$ cat config.mk
export PLATFORM = sky130hd
export DESIGN_NAME = bus_demux_1to2
export DESIGN_NICKNAME = d
export VERILOG_FILES = /design/src/rtl/bus_demux_1to2.sv
export SDC_FILE = /design/constraint.sdc
export NUM_CORES = 1
export LEC_CHECK = 0
export ABC_CLOCK_PERIOD_IN_PS = 1800
export BUFFER_PORTS_ARGS = -buffer_cell sky130_fd_sc_hd__clkbuf_2
export CAP_MARGIN = 25
export CORE_MARGIN = 3
export CORE_UTILIZATION = 45
export DETAILED_ROUTE_END_ITERATION = 10
export PLACE_DENSITY = 0.8
export SETUP_SLACK_MARGIN = 0.5
export SYNTH_ARGS = -nofsm -noshare
export SYNTH_HDL_FRONTEND = slang
export SYNTH_SLANG_ARGS = --single-unit
$ cat constraint.sdc
create_clock -name clk -period 1.8 [get_ports clk]
set_input_delay 0.54 -clock clk [delete_from_list [all_inputs] [get_ports clk]]
set_output_delay 0.54 -clock clk [all_outputs]
set_load 0.01 [all_outputs]
$ cat src/rtl/bus_demux_1to2.sv
// Single-outstanding 1-to-2 request demultiplexer: routes a request to target 0 or 1
// by address, returns the selected target's response, and forces an error on timeout.
module bus_demux_1to2 #(
    parameter logic [31:0] T1_BASE = 32'h8000_0000,
    parameter logic [31:0] T1_MASK = 32'hFFFF_0000,
    parameter int unsigned TIMEOUT = 255
) (
    input  logic        clk,
    input  logic        reset,
    input  logic        req_valid_i,
    output logic        req_ready_o,
    input  logic [31:0] req_addr_i,
    input  logic        req_we_i,
    input  logic [31:0] req_wdata_i,
    input  logic [3:0]  req_wstrb_i,
    output logic        resp_valid_o,
    output logic [31:0] resp_rdata_o,
    output logic        resp_err_o,
    output logic        t0_valid_o,
    output logic        t1_valid_o,
    input  logic        t0_ready_i,
    input  logic        t1_ready_i,
    output logic [31:0] t_addr_o,
    output logic        t_we_o,
    output logic [31:0] t_wdata_o,
    output logic [3:0]  t_wstrb_o,
    input  logic        t0_resp_valid_i,
    input  logic        t1_resp_valid_i,
    input  logic [31:0] t0_rdata_i,
    input  logic [31:0] t1_rdata_i
);

    localparam int CW = $clog2(TIMEOUT + 1);

    typedef enum logic [1:0] {S_IDLE, S_REQ, S_WAIT, S_RESP} state_t;

    state_t        state_q, state_d;
    logic [CW-1:0] cnt_q, cnt_d;
    logic          sel_q;
    logic [31:0]   addr_q, wdata_q;
    logic          we_q;
    logic [3:0]    wstrb_q;
    logic [31:0]   rdata_q, rdata_d;
    logic          err_q, err_d;
    logic          load;
    logic          tgt_ready, tgt_resp, expired;
    logic [31:0]   tgt_rdata;

    // Only the selected target's handshake and response are ever looked at.
    assign tgt_ready = sel_q ? t1_ready_i      : t0_ready_i;
    assign tgt_resp  = sel_q ? t1_resp_valid_i : t0_resp_valid_i;
    assign tgt_rdata = sel_q ? t1_rdata_i      : t0_rdata_i;
    // >= rather than == so a handshake in the expiry cycle still times out in WAIT.
    assign expired   = (cnt_q >= CW'(TIMEOUT - 1));

    always_comb begin
        state_d = state_q;
        cnt_d   = cnt_q;
        rdata_d = rdata_q;
        err_d   = err_q;
        load    = 1'b0;
        case (state_q)
            S_IDLE: begin
                if (req_valid_i) begin
                    load    = 1'b1;
                    cnt_d   = '0;
                    state_d = S_REQ;
                end
            end
            S_REQ: begin
                cnt_d = cnt_q + 1'b1;
                if (tgt_ready) begin
                    state_d = S_WAIT;
                end else if (expired) begin
                    rdata_d = '0;
                    err_d   = 1'b1;
                    state_d = S_RESP;
                end
            end
            S_WAIT: begin
                cnt_d = cnt_q + 1'b1;
                if (tgt_resp) begin
                    rdata_d = we_q ? 32'h0 : tgt_rdata;
                    err_d   = 1'b0;
                    state_d = S_RESP;
                end else if (expired) begin
                    rdata_d = '0;
                    err_d   = 1'b1;
                    state_d = S_RESP;
                end
            end
            S_RESP: state_d = S_IDLE;
            default: state_d = S_IDLE;
        endcase
    end

    always_ff @(posedge clk) begin
        if (reset) begin
            state_q <= S_IDLE;
            cnt_q   <= '0;
            sel_q   <= 1'b0;
            addr_q  <= '0;
            we_q    <= 1'b0;
            wdata_q <= '0;
            wstrb_q <= '0;
            rdata_q <= '0;
            err_q   <= 1'b0;
        end else begin
            state_q <= state_d;
            cnt_q   <= cnt_d;
            rdata_q <= rdata_d;
            err_q   <= err_d;
            if (load) begin
                sel_q   <= ((req_addr_i & T1_MASK) == T1_BASE);
                addr_q  <= req_addr_i;
                we_q    <= req_we_i;
                wdata_q <= req_wdata_i;
                wstrb_q <= req_wstrb_i;
            end
        end
    end

    assign req_ready_o  = (state_q == S_IDLE);
    assign t0_valid_o   = (state_q == S_REQ) && !sel_q;
    assign t1_valid_o   = (state_q == S_REQ) &&  sel_q;
    assign resp_valid_o = (state_q == S_RESP);
    assign resp_rdata_o = rdata_q;
    assign resp_err_o   = err_q;
    assign t_addr_o     = addr_q;
    assign t_we_o       = we_q;
    assign t_wdata_o    = wdata_q;
    assign t_wstrb_o    = wstrb_q;

endmodule

==> flow_summary.json, run 1 <==
{
  "grt_max_degree": 73,
  "synth_cells": 562,
  "port_buffers": 245,
  "cts_hold_buf": 0,
  "htree_levels": 4,
  "synth_top_cell_area_share": 0.486,
  "numCtsBuffers": 17,
  "postGrtWorstEndpoint": "t1_valid_o",
  "place_congestion": 0.837,
  "num_rows": 36,
  "synth-seq-cells": 113,
  "pin_count": 246,
  "place_inst": 910,
  "synth_cell_types": 34,
  "cts-root-buf": "clkbuf_8",
  "stop_stage": "5_1_grt",
  "syn_area_per_cell_sq_um": 8.29,
  "clock_sinks": 113,
  "synth_largest_area_cell": "dfxtp_1",
  "yosys_warnings": 0,
  "yosys-top-cells-area": "dfxtp_1 (49%), nand2_1 (14%), a21oi_1 (11%)",
  "chipHeight_microns": 108,
  "yosysSeqAreaShare": 0.486,
  "cts.path.max_buffers": 2,
  "status": "did not finish",
  "initial_core_util": 0.470,
  "syn-cell-area_sq_um": 4660,
  "error": "[ERROR DPL-0038] Utilization greater than 100%, impossible to legalize",
  "hpwlAfterDp_mm": 10.2,
  "worst-ep-kind": "primary output",
  "place_ws_ns": 0.0345,
  "syn_nets": 708,
  "die_w_microns": 108
}
## timing repair
item | CTS
gates resized for setup | 287
gates cloned | 18
pin swaps | 23
setup buffers | 46
endpoints found under the hold margin | 0
setup endpoints to repair | 219
## synth_stat cells, drive strengths merged
cell type  instances
ha                 6
and4b              1
nand3              2
a21oi            104
xor2               3
o2111ai            1
clkbuf            26
nor2              10
dfxtp            113
nor3               1
a31oi              1
nand2            178
and4               1
mux2               2
mux2i             35
o31ai              1
or4                1
o211a              1
o311a              2
inv                6
xnor2              2
a2bb2oi            1
o211ai             1
nor4               4
buf               14
or3               32
and2               4
nand4              3
o21ai              6
## cells by family after synthesis
| group | share of synthesized area |
|---|---|
| fa+ha+maj | 0.0161 |
| simple gates | 0.218 |
| flops | 0.486 |
| compound gates | 0.139 |
| xor+xnor | 0.00940 |
| mux | 0.0835 |
| buf+inv | 0.0483 |
## per-stage QoR
step	TNS [ns]	area, sq um	hold slack, ns
4_1_cts	-0.301	8410	0.228
3_5_place_dp	0	6110	0.444
3_3_place_gp	0	6110	0.438
2_1_floorplan	0	4870	0.473
==> inputs of run 2 (changes only) <==
--- a/config.mk
+++ b/config.mk
@@ -9,10 +9,9 @@
 export BUFFER_PORTS_ARGS = -buffer_cell sky130_fd_sc_hd__clkbuf_2
 export CAP_MARGIN = 25
 export CORE_MARGIN = 3
-export CORE_UTILIZATION = 45
+export CORE_UTILIZATION = 30
 export DETAILED_ROUTE_END_ITERATION = 10
-export PLACE_DENSITY = 0.8
-export SETUP_SLACK_MARGIN = 0.5
+export PLACE_DENSITY_LB_ADDON = 0.15
 export SYNTH_ARGS = -nofsm -noshare
 export SYNTH_HDL_FRONTEND = slang
 export SYNTH_SLANG_ARGS = --single-unit
==> run 2 against run 1 <==
Effect of this change: the flow now finishes, with violations (setup timing); synthesized area stayed put; synthesized cell count stayed put.
==> flow_summary.json, run 2 <==
{
  "status": "finished, violations left",
  "violations": "setup timing",
  "synth-edff-count": 0,
  "htree_levels": 4,
  "syn_area_per_cell_sq_um": 8.29,
  "slew_headroom": 0.668,
  "max-vdd-ir-drop_uv": 683,
  "async_flop_share": 0,
  "final_cell_mix": "clkbuf_2 (243), nand2_1 (177), dfxtp_1 (110), a21oi_1 (104), mux2i_1 (33)",
  "hpwlAfterDp_mm": 10.4,
  "max_slew.worst_pin.slew_ns": 0.484,
  "grt_max_degree": 73,
  "cp_cell_sequence": "inv_4 -> ha_4 -> buf_6 -> and2_4 -> buf_6",
  "r2r_slack_ns": 0.08,
  "wire_per_inst_microns": 14.3,
  "overflow": 0,
  "num_rows": 44,
  "slowest_delay_ns": 0.35,
  "synth_top_cell_area_share": 0.486,
  "rsz0062_at_grt": "true",
  "ant_nets": 0,
  "path_class": "register to primary output",
  "totalWireLength_mm": 14.4,
  "power.density_nw_per_um2": 1350,
  "grt_busiest_layer": "met2",
  "die_w_microns": 131,
  "layout_min_cycle_time_ns": 1.86,
  "cts.path.max_buffers": 2,
  "cts_tree": "built",
  "hold_class": "primary input to register",
  "path_common_cell": "buf_6",
  "clock_skew_ns": 0.00662,
  "use_met1": 0.191,
  "setup_violations": 2,
  "numCtsBuffers": 17,
  "cp_max_fo": 3,
  "clk_pin_slew_ns": 0.06,
  "nets": 956,
  "via_per_inst": 4.71,
  "synth_largest_area_cell": "dfxtp_1",
  "arrival_ns": 1.32,
  "initial_core_util": 0.313,
  "yosysSeqAreaShare": 0.486,
  "port_buffers": 245,
  "fmax_ghz": 0.538,
  "yosysMostFrequentCell": "nand2_1",
  "ys.flop_type": "dfxtp_1",
  "drv_cap": 0,
  "finalMaxSlewViolations": 0,
  "cp-start-kind": "register",
  "synth_cell_types": 34,
  "grt_pass1_vias": 4429,
  "met3_usage": 0.0663,
  "end_kind": "primary output",
  "met2_usage": 0.247,
  "finalInstanceArea_sq_um": 6920,
  "synth-seq-cells": 113,
  "setup_slack_ns": -0.0598,
  "cts-root-buf": "clkbuf_16",
  "pin_count": 246,
  "synthTopCellsByCount": "nand2_1 (178), dfxtp_1 (113), a21oi_1 (104), mux2i_1 (34), or3_1 (32)",
  "syn2layout_area_growth_pct": 48.5,
  "synth_cells": 562,
  "cts_hold_buf": 0,
  "antenna_found_initial": 0,
  "cp_slowest_cell": "dfxtp_2",
  "clk_latency_ns": 0.40,
  "hold_violations": 0,
  "finish.utilization": 0.465,
  "leakage_nw": 3.06,
  "antenna_cells": 0,
  "vias": 4747,
  "place_congestion": 0.824,
  "syn_nets": 708,
  "core-area_sq_um": 14900,
  "yosys-top-cells-area": "dfxtp_1 (49%), nand2_1 (14%), a21oi_1 (11%)",
  "drt_iter0_drc": 227,
  "track_usage": 0.158,
  "chipHeight_microns": 131,
  "syn-cell-area_sq_um": 4660,
  "total_power_mw": 9.35,
  "critical_path_required_ns": 1.26,
  "dpl_cell_area_sq_um": 6120,
  "grt_pass1_wl_mm": 21.4,
  "final_common_cell": "clkbuf_2",
  "dieArea_sq_um": 17100,
  "drive_gt1_frac": 0.385,
  "yosys_warnings": 0,
  "timing.hold.ws_ns": 0.351,
  "min_period_over_period": 1.03,
  "post-route-drc-count": 0,
  "first_pass_iters": 4,
  "clock_sinks": 113
}
-- run 2: path summary, 6_finish.rpt --
path,from,endpoint,cells after the start
worst max-delay path,state_q[1],t1_valid_o,5
worst min-delay path,req_addr_i[10],t_addr_o[10],3
worst max register to register,state_q[0],resp_rdata_o[7],6
worst min register to register,resp_rdata_o[26],resp_rdata_o[26],2
-- run 2: layout make-up --
class / count / area, sq um
inverter: 6 / 25.0
fill: 1499 / 7950
sequential: 113 / 2270
tap: 184 / 230
multi-input combinational: 403 / 2220
timing repair buffer: 269 / 1550
clock inverter: 12 / 158
clock buffer: 20 / 467
-- run 2: routing by layer --
layer	wire length [microns]	up-vias
met1	5960	2144
met3	1440	20
met5	0	-
met2	6700	190
li1	-	2393
met4	261	0
-- run 2: worst max-delay path, delay by kind of cell (launching register included) --
kind / cells / cell delay (ns)
flops: 1 / 0.35
buf+inv: 3 / 0.27
fa+ha+maj: 1 / 0.15
simple gates: 1 / 0.15
-- run 2: repair_timing --
| action | in CTS | in global routing |
|---|---|---|
| buffers inserted | 2 | 4 |
| cloned | 0 | 3 |
| hold endpoints to repair | 0 | 0 |
| endpoints found under the setup margin | 3 | 11 |
| pin swaps | 1 | 2 |
| resized for setup | 10 | 10 |
-- run 2: report_power, final --
part,internal [mW],leakage [nW],switching [mW]
Clock,2.29,0.298,1.17
Combinational,1.17,1.84,1.60
Sequential,2.90,0.923,0.227
Total,6.36,3.06,2.99
-- run 2: stage by stage --
step	setup TNS, ns	instances	setup WS [ns]
after floorplan	0	562	0.117
after global placement	0	967	0.0335
after detailed placement	-0.00292	967	-0.00292
after CTS	-0.183	1001	-0.0838
after global routing	-0.365	1007	-0.104
final	-0.0929	1007	-0.0598
-- run 2: logic make-up (layout without fill, tap and decap cells) --
kind of cell,after synthesis,in the layout,synth area share
buffers and inverters,46,307,0.0483
muxes,37,37,0.0835
DFF,113,113,0.486
AOI/OAI and AO/OA,118,118,0.139
adders and majority gates,6,6,0.0161
xor gates and xnor gates,5,5,0.00940
and+or+nand+nor,237,237,0.218
No activity file was read; power rests on OpenSTA's default activity.
==> inputs of run 3 (changes only) <==
--- a/config.mk
+++ b/config.mk
@@ -5,6 +5,7 @@
 export SDC_FILE = /design/constraint.sdc
 export NUM_CORES = 1
 export LEC_CHECK = 0
+export ABC_AREA = 1
 export ABC_CLOCK_PERIOD_IN_PS = 1800
 export BUFFER_PORTS_ARGS = -buffer_cell sky130_fd_sc_hd__clkbuf_2
 export CAP_MARGIN = 25
==> run 3 against run 2 <==
Effect of this change: the flow now finishes without violations; total power fell by 21%; combinational power fell by 61%; cell count rose by 19%; highest routed layer unchanged; clock-buffer cell count did not move; via count rose by 9.9%.
==> flow_summary.json, run 3 <==
{
  "finalInstanceArea_sq_um": 7110,
  "cts-root-buf": "clkbuf_16",
  "core-area_sq_um": 16000,
  "leakage_nw": 3.61,
  "first_pass_iters": 5,
  "drive_gt1_frac": 0.320,
  "setup_violations": 0,
  "end_kind": "primary output",
  "wire_per_inst_microns": 12.5,
  "track_usage": 0.166,
  "arrival_ns": 1.24,
  "overflow": 0,
  "path_class": "register to primary output",
  "antenna_found_initial": 0,
  "yosys_warnings": 0,
  "nets": 1113,
  "drv_cap": 0,
  "dpl_cell_area_sq_um": 6440,
  "cts_tree": "built",
  "synthTopCellsByCount": "nor2_1 (165), nand2_1 (156), dfxtp_1 (113), o21ai_0 (71), inv_1 (60)",
  "cp_max_fo": 5,
  "synth_cells": 729,
  "place_inst": 1164,
  "grt_max_degree": 64,
  "final_common_cell": "clkbuf_2",
  "yosysSeqAreaShare": 0.457,
  "clock_sinks": 113,
  "async_flop_share": 0,
  "final_cell_mix": "clkbuf_2 (243), nor2_1 (164), nand2_1 (156), dfxtp_1 (110), o21ai_0 (71)",
  "post-route-drc-count": 0,
  "syn-cell-area_sq_um": 4950,
  "finalMaxSlewViolations": 0,
  "numCtsBuffers": 17,
  "synth-seq-cells": 113,
  "critical_path_required_ns": 1.26,
  "synth-edff-count": 0,
  "via_per_inst": 4.36,
  "status": "finished, final reports clean",
  "yosys-top-cells-area": "dfxtp_1 (46%), nor2_1 (13%), nand2_1 (12%)",
  "ant_nets": 0,
  "vias": 5217,
  "syn2layout_area_growth_pct": 43.5,
  "totalWireLength_mm": 15.0,
  "min_period_over_period": 0.989,
  "power.density_nw_per_um2": 1040,
  "drt_iter0_drc": 278,
  "initial_core_util": 0.309,
  "fmax_ghz": 0.562,
  "cts.path.max_buffers": 2,
  "clock_skew_ns": 0.00991,
  "dieArea_sq_um": 18100,
  "synth_top_cell_area_share": 0.457,
  "postCtsSetupBuffers": 0,
  "pin_count": 246,
  "htree_levels": 4,
  "syn_nets": 875,
  "antenna_cells": 0,
  "hold_class": "primary input to register",
  "max_slew.worst_pin.slew_ns": 0.330,
  "synth_largest_area_cell": "dfxtp_1",
  "layout_min_cycle_time_ns": 1.78,
  "grt_pass1_vias": 4823,
  "hold_violations": 0,
  "chipHeight_microns": 134,
  "clk_pin_slew_ns": 0.05,
  "hpwlAfterDp_mm": 11.0,
  "ys.flop_type": "dfxtp_1",
  "die_w_microns": 134,
  "max-vdd-ir-drop_uv": 629,
  "syn_area_per_cell_sq_um": 6.79,
  "clk_latency_ns": 0.41,
  "slew_headroom": 0.780,
  "fin_cells": 1196,
  "synth_cell_types": 25,
  "num_rows": 46,
  "rsz0062_at_grt": "true",
  "yosysMostFrequentCell": "nor2_1",
  "place_congestion": 0.790,
  "cp-start-kind": "register",
  "port_buffers": 245,
  "grt_pass1_wl_mm": 24.2
}
run 3: cell types whose count changed in the layout (fill, tap and decap cells not counted), moves of 21 or more:
| cell | delta |
|---|---|
| a21oi_1 | -49 |
| inv_1 | +52 |
| mux2i_1 | -33 |
| nand2_1 | -21 |
| nor2_1 | +154 |
| o21ai_0 | +66 |
| o21ai_1 | +30 |
| or3_1 | -32 |
run 3: cells by family after synthesis:
| logic type | synth area share |
|---|---|
| and+or+nand+nor | 0.264 |
| AOI/OAI and AO/OA | 0.168 |
| DFF | 0.457 |
| xor gates and xnor gates | 0.00177 |
| buffers and inverters | 0.0940 |
| adders and majority gates | 0.0152 |
run 3: final timing paths:
check | startpoint | slack (ns) | depth (start not counted) | endpoint
setup / recovery | state_q[0] | 0.02 | 4 | t0_valid_o
hold / removal | req_addr_i[30] | 0.37 | 3 | t_addr_o[30]
setup reg to reg | state_q[0] | 0.13 | 9 | cnt_q[6]
hold reg to reg | t_addr_o[31] | 0.48 | 2 | t_addr_o[31]
run 3: per-stage QoR:
stage | setup WS [ns] | total power [mW] | setup TNS (ns) | hold slack (ns) | util
3_5_place_dp | 0.107 | 3.90 | 0 | 0.467 | 0.403
3_3_place_gp | 0.138 | 3.90 | 0 | 0.462 | 0.403
4_1_cts | -0.0269 | 7.50 | -0.0269 | 0.348 | 0.443
2_1_floorplan | 0.247 | 3.39 | 0 | 0.437 | -
6_report | 0.0199 | 7.40 | 0 | 0.365 | 0.444
5_1_grt | -0.0495 | 7.78 | -0.188 | 0.354 | 0.444
run 3: cell type report:
class / instances / area (sq um)
sequential: 113 / 2270
multi-input combinational: 507 / 2240
clock inverter: 12 / 183
fill: 1761 / 8890
inverter: 63 / 236
clock buffer: 20 / 447
tap: 216 / 270
timing repair buffer: 265 / 1460
run 3: layer usage:
metal | track usage | wire length, microns | up-vias | part of all wire
met5 | 0 | 0 | - | 0
met4 | 0.0458 | 148 | 0 | 0.0099
met3 | 0.0618 | 1120 | 12 | 0.075
met2 | 0.266 | 6930 | 164 | 0.46
met1 | 0.210 | 6780 | 2273 | 0.45
li1 | - | - | 2768 | -
run 3: timing repair:
action                                 4_1_cts  5_1_grt
hold buffers                                 0        0
endpoints found under the hold margin        0        0
pin swaps                                    0        1
setup endpoints to repair                    3       14
gates resized for setup                      7        7
run 3: worst max-delay path, cell delays in order, from the launching register on:
cell	delay, ns
dfxtp_2	0.39
ha_4	0.18
inv_2	0.04
nor2_2	0.09
buf_2	0.13
run 3: report_power, final:
part	switching (mW)	total, mW	internal (mW)	leakage, nW
registers	0.0930	2.78	2.68	0.928
clock network	1.19	3.55	2.36	0.297
logic	0.616	1.07	0.452	2.38
total	1.90	7.40	5.50	3.61
==> inputs of run 4 (changes only) <==
--- a/config.mk
+++ b/config.mk
@@ -7,12 +7,14 @@
 export LEC_CHECK = 0
 export ABC_AREA = 1
 export ABC_CLOCK_PERIOD_IN_PS = 1800
-export BUFFER_PORTS_ARGS = -buffer_cell sky130_fd_sc_hd__clkbuf_2
+export BUFFER_PORTS_ARGS = -buffer_cell sky130_fd_sc_hd__buf_4
 export CAP_MARGIN = 25
 export CORE_MARGIN = 3
 export CORE_UTILIZATION = 30
 export DETAILED_ROUTE_END_ITERATION = 10
 export PLACE_DENSITY_LB_ADDON = 0.15
+export SETUP_SLACK_MARGIN = 0.2
+export SKIP_LAST_GASP = 1
 export SYNTH_ARGS = -nofsm -noshare
 export SYNTH_HDL_FRONTEND = slang
 export SYNTH_SLANG_ARGS = --single-unit
==> run 4 against run 3 <==
Effect of this change: hold slack gained 0.015 ns; cell count grew 1.1%; total power grew 0.44%; die area is the same; non-clock buffer count grew 14; combinational power grew 28%; via count grew 2.7%; clock-buffer cell count grew 5; final area grew 15%; core utilization grew 6.4 points; first-iteration DRC count shrank 27%; setup slack gained 0.035 ns.
==> flow_summary.json, run 4 (same netlist as run 3, synthesis figures left out) <==
{
  "status": "finished, final reports clean",
  "chipHeight_microns": 134,
  "hold_violations": 0,
  "cp_cell_sequence": "buf_4 -> ha_1 -> buf_4",
  "clock_sinks": 113,
  "end_kind": "primary output",
  "place_congestion": 0.768,
  "min_from": "req_wdata_i[15]",
  "overflow": 0,
  "grt_pass1_wl_mm": 24.8,
  "power.density_nw_per_um2": 913,
  "critical_path_required_ns": 1.26,
  "hold_class": "primary input to register",
  "grt_pass1_vias": 4745,
  "syn2layout_area_growth_pct": 64.3,
  "setup_violations": 0,
  "post-route-drc-count": 0,
  "arrival_ns": 1.21,
  "die_w_microns": 134,
  "cp_slowest_cell": "dfxtp_2",
  "path_buf_inv": 2,
  "cts_tree": "built",
  "cp_max_fo": 3,
  "layout_min_cycle_time_ns": 1.75,
  "slowest_delay_ns": 0.34,
  "min_period_over_period": 0.970,
  "power_frac_seq": 0.375,
  "first_pass_iters": 4,
  "worstReg2RegStart": "state_q[1]",
  "drive_gt1_frac": 0.348,
  "slew_headroom": 0.787,
  "cts-root-buf": "clkbuf_16",
  "antenna_found_initial": 0,
  "wire_per_inst_microns": 14.3,
  "fmax_ghz": 0.573,
  "via_per_inst": 4.43,
  "switchingPower_mw": 1.89,
  "clk_latency_ns": 0.41,
  "num_rows": 46,
  "finalMaxSlewViolations": 0,
  "timing.hold.ws_ns": 0.380,
  "cp-startpoint": "state_q[1]",
  "antenna_cells": 0,
  "final_common_cell": "buf_4",
  "clock_skew_ns": 0.00759,
  "vias": 5357,
  "swShare": 0.254,
  "internal_power_mw": 5.54,
  "nets": 1128,
  "fin_setup_tns_ns": 0,
  "path_common_cell": "buf_4",
  "cts.path.max_buffers": 2,
  "clkPwrFrac": 0.440,
  "hpwlAfterDp_mm": 11.0,
  "max_slew.worst_pin.slew_ns": 0.319,
  "numCtsBuffers": 17,
  "cp-start-kind": "register",
  "grt_max_degree": 73,
  "combPwrFrac": 0.184,
  "port_buffers": 245,
  "final_cell_mix": "buf_4 (255), nor2_1 (164), nand2_1 (155), dfxtp_1 (108), o21ai_0 (71)",
  "crit_family": "flip-flops",
  "initial_core_util": 0.309,
  "clk_pin_slew_ns": 0.05,
  "totalWireLength_mm": 17.2,
  "leakage_nw": 3.96,
  "htree_levels": 4,
  "drv_cap": 0,
  "path_class": "register to primary output",
  "dieArea_sq_um": 18100,
  "rsz0062_at_grt": "true",
  "drt_iter0_drc": 202,
  "ant_nets": 0,
  "pin_count": 246,
  "core-area_sq_um": 16000,
  "max-vdd-ir-drop_uv": 594,
  "track_usage": 0.172
}
==> run 4: through the flow <==
stage	cell area, sq um	cells	utilization	worst slack (ns)	total power, mW
2_1_floorplan	4950	729	-	0.247	3.39
3_3_place_gp	7050	1158	0.441	0.134	4.08
3_5_place_dp	7050	1158	0.441	0.0702	4.08
4_1_cts	7760	1193	0.485	0.0276	7.45
5_1_grt	8140	1209	0.509	0.0138	7.76
6_report	8140	1209	0.509	0.0548	7.43
==> run 4: timing repair <==
action                                  CTS  global route
gates resized for setup                  18            28
pin swaps                                 2             6
buffers inserted                          3             6
gates cloned                              2            10
endpoints found under the setup margin  100            90
hold buffers                              0             0
==> run 4: layout make-up <==
class / count / area [sq um]
flip-flops and latches: 113 / 2270
multi-input cells: 508 / 2370
clock buffers: 25 / 495
fillers: 1655 / 7860
clock inverters: 5 / 77.6
well taps: 216 / 270
repair buffers: 279 / 2400
inverters: 63 / 241
==> run 4: worst paths after layout <==
kind	to	slack [ns]	cells after the start
min	t_wdata_o[15]	0.38	3
max reg2reg	resp_rdata_o[23]	0.21	9
max	resp_valid_o	0.05	3
min reg2reg	resp_err_o	0.47	2
==> run 4: worst register-to-register path: stages, from the launching register on <==
cell and delay, ns:
dfxtp_2 0.36, inv_4 0.06, ha_4 0.16, buf_4 0.15, o21ai_4 0.17, buf_12 0.15
nand2_8 0.08, clkbuf_16 0.19, o21ai_4 0.12, nor2_1 0.05
==> run 4: power by group through the flow <==
stage / Sequential, mW / Clock (mW) / Combinational (mW)
floorplan: 2.90 / 0 / 0.487
global placement: 2.83 / 0 / 1.25
detailed placement: 2.83 / 0 / 1.25
CTS: 2.79 / 3.36 / 1.31
global route: 2.81 / 3.45 / 1.51
finish: 2.79 / 3.27 / 1.37
==> run 4: layer usage <==
metal,track usage,part of all wire,up-vias
met4,0.0509,0.012,0
li1,-,-,2798
met3,0.0604,0.072,15
met5,0,0,-
met1,0.214,0.44,2379
met2,0.281,0.48,165
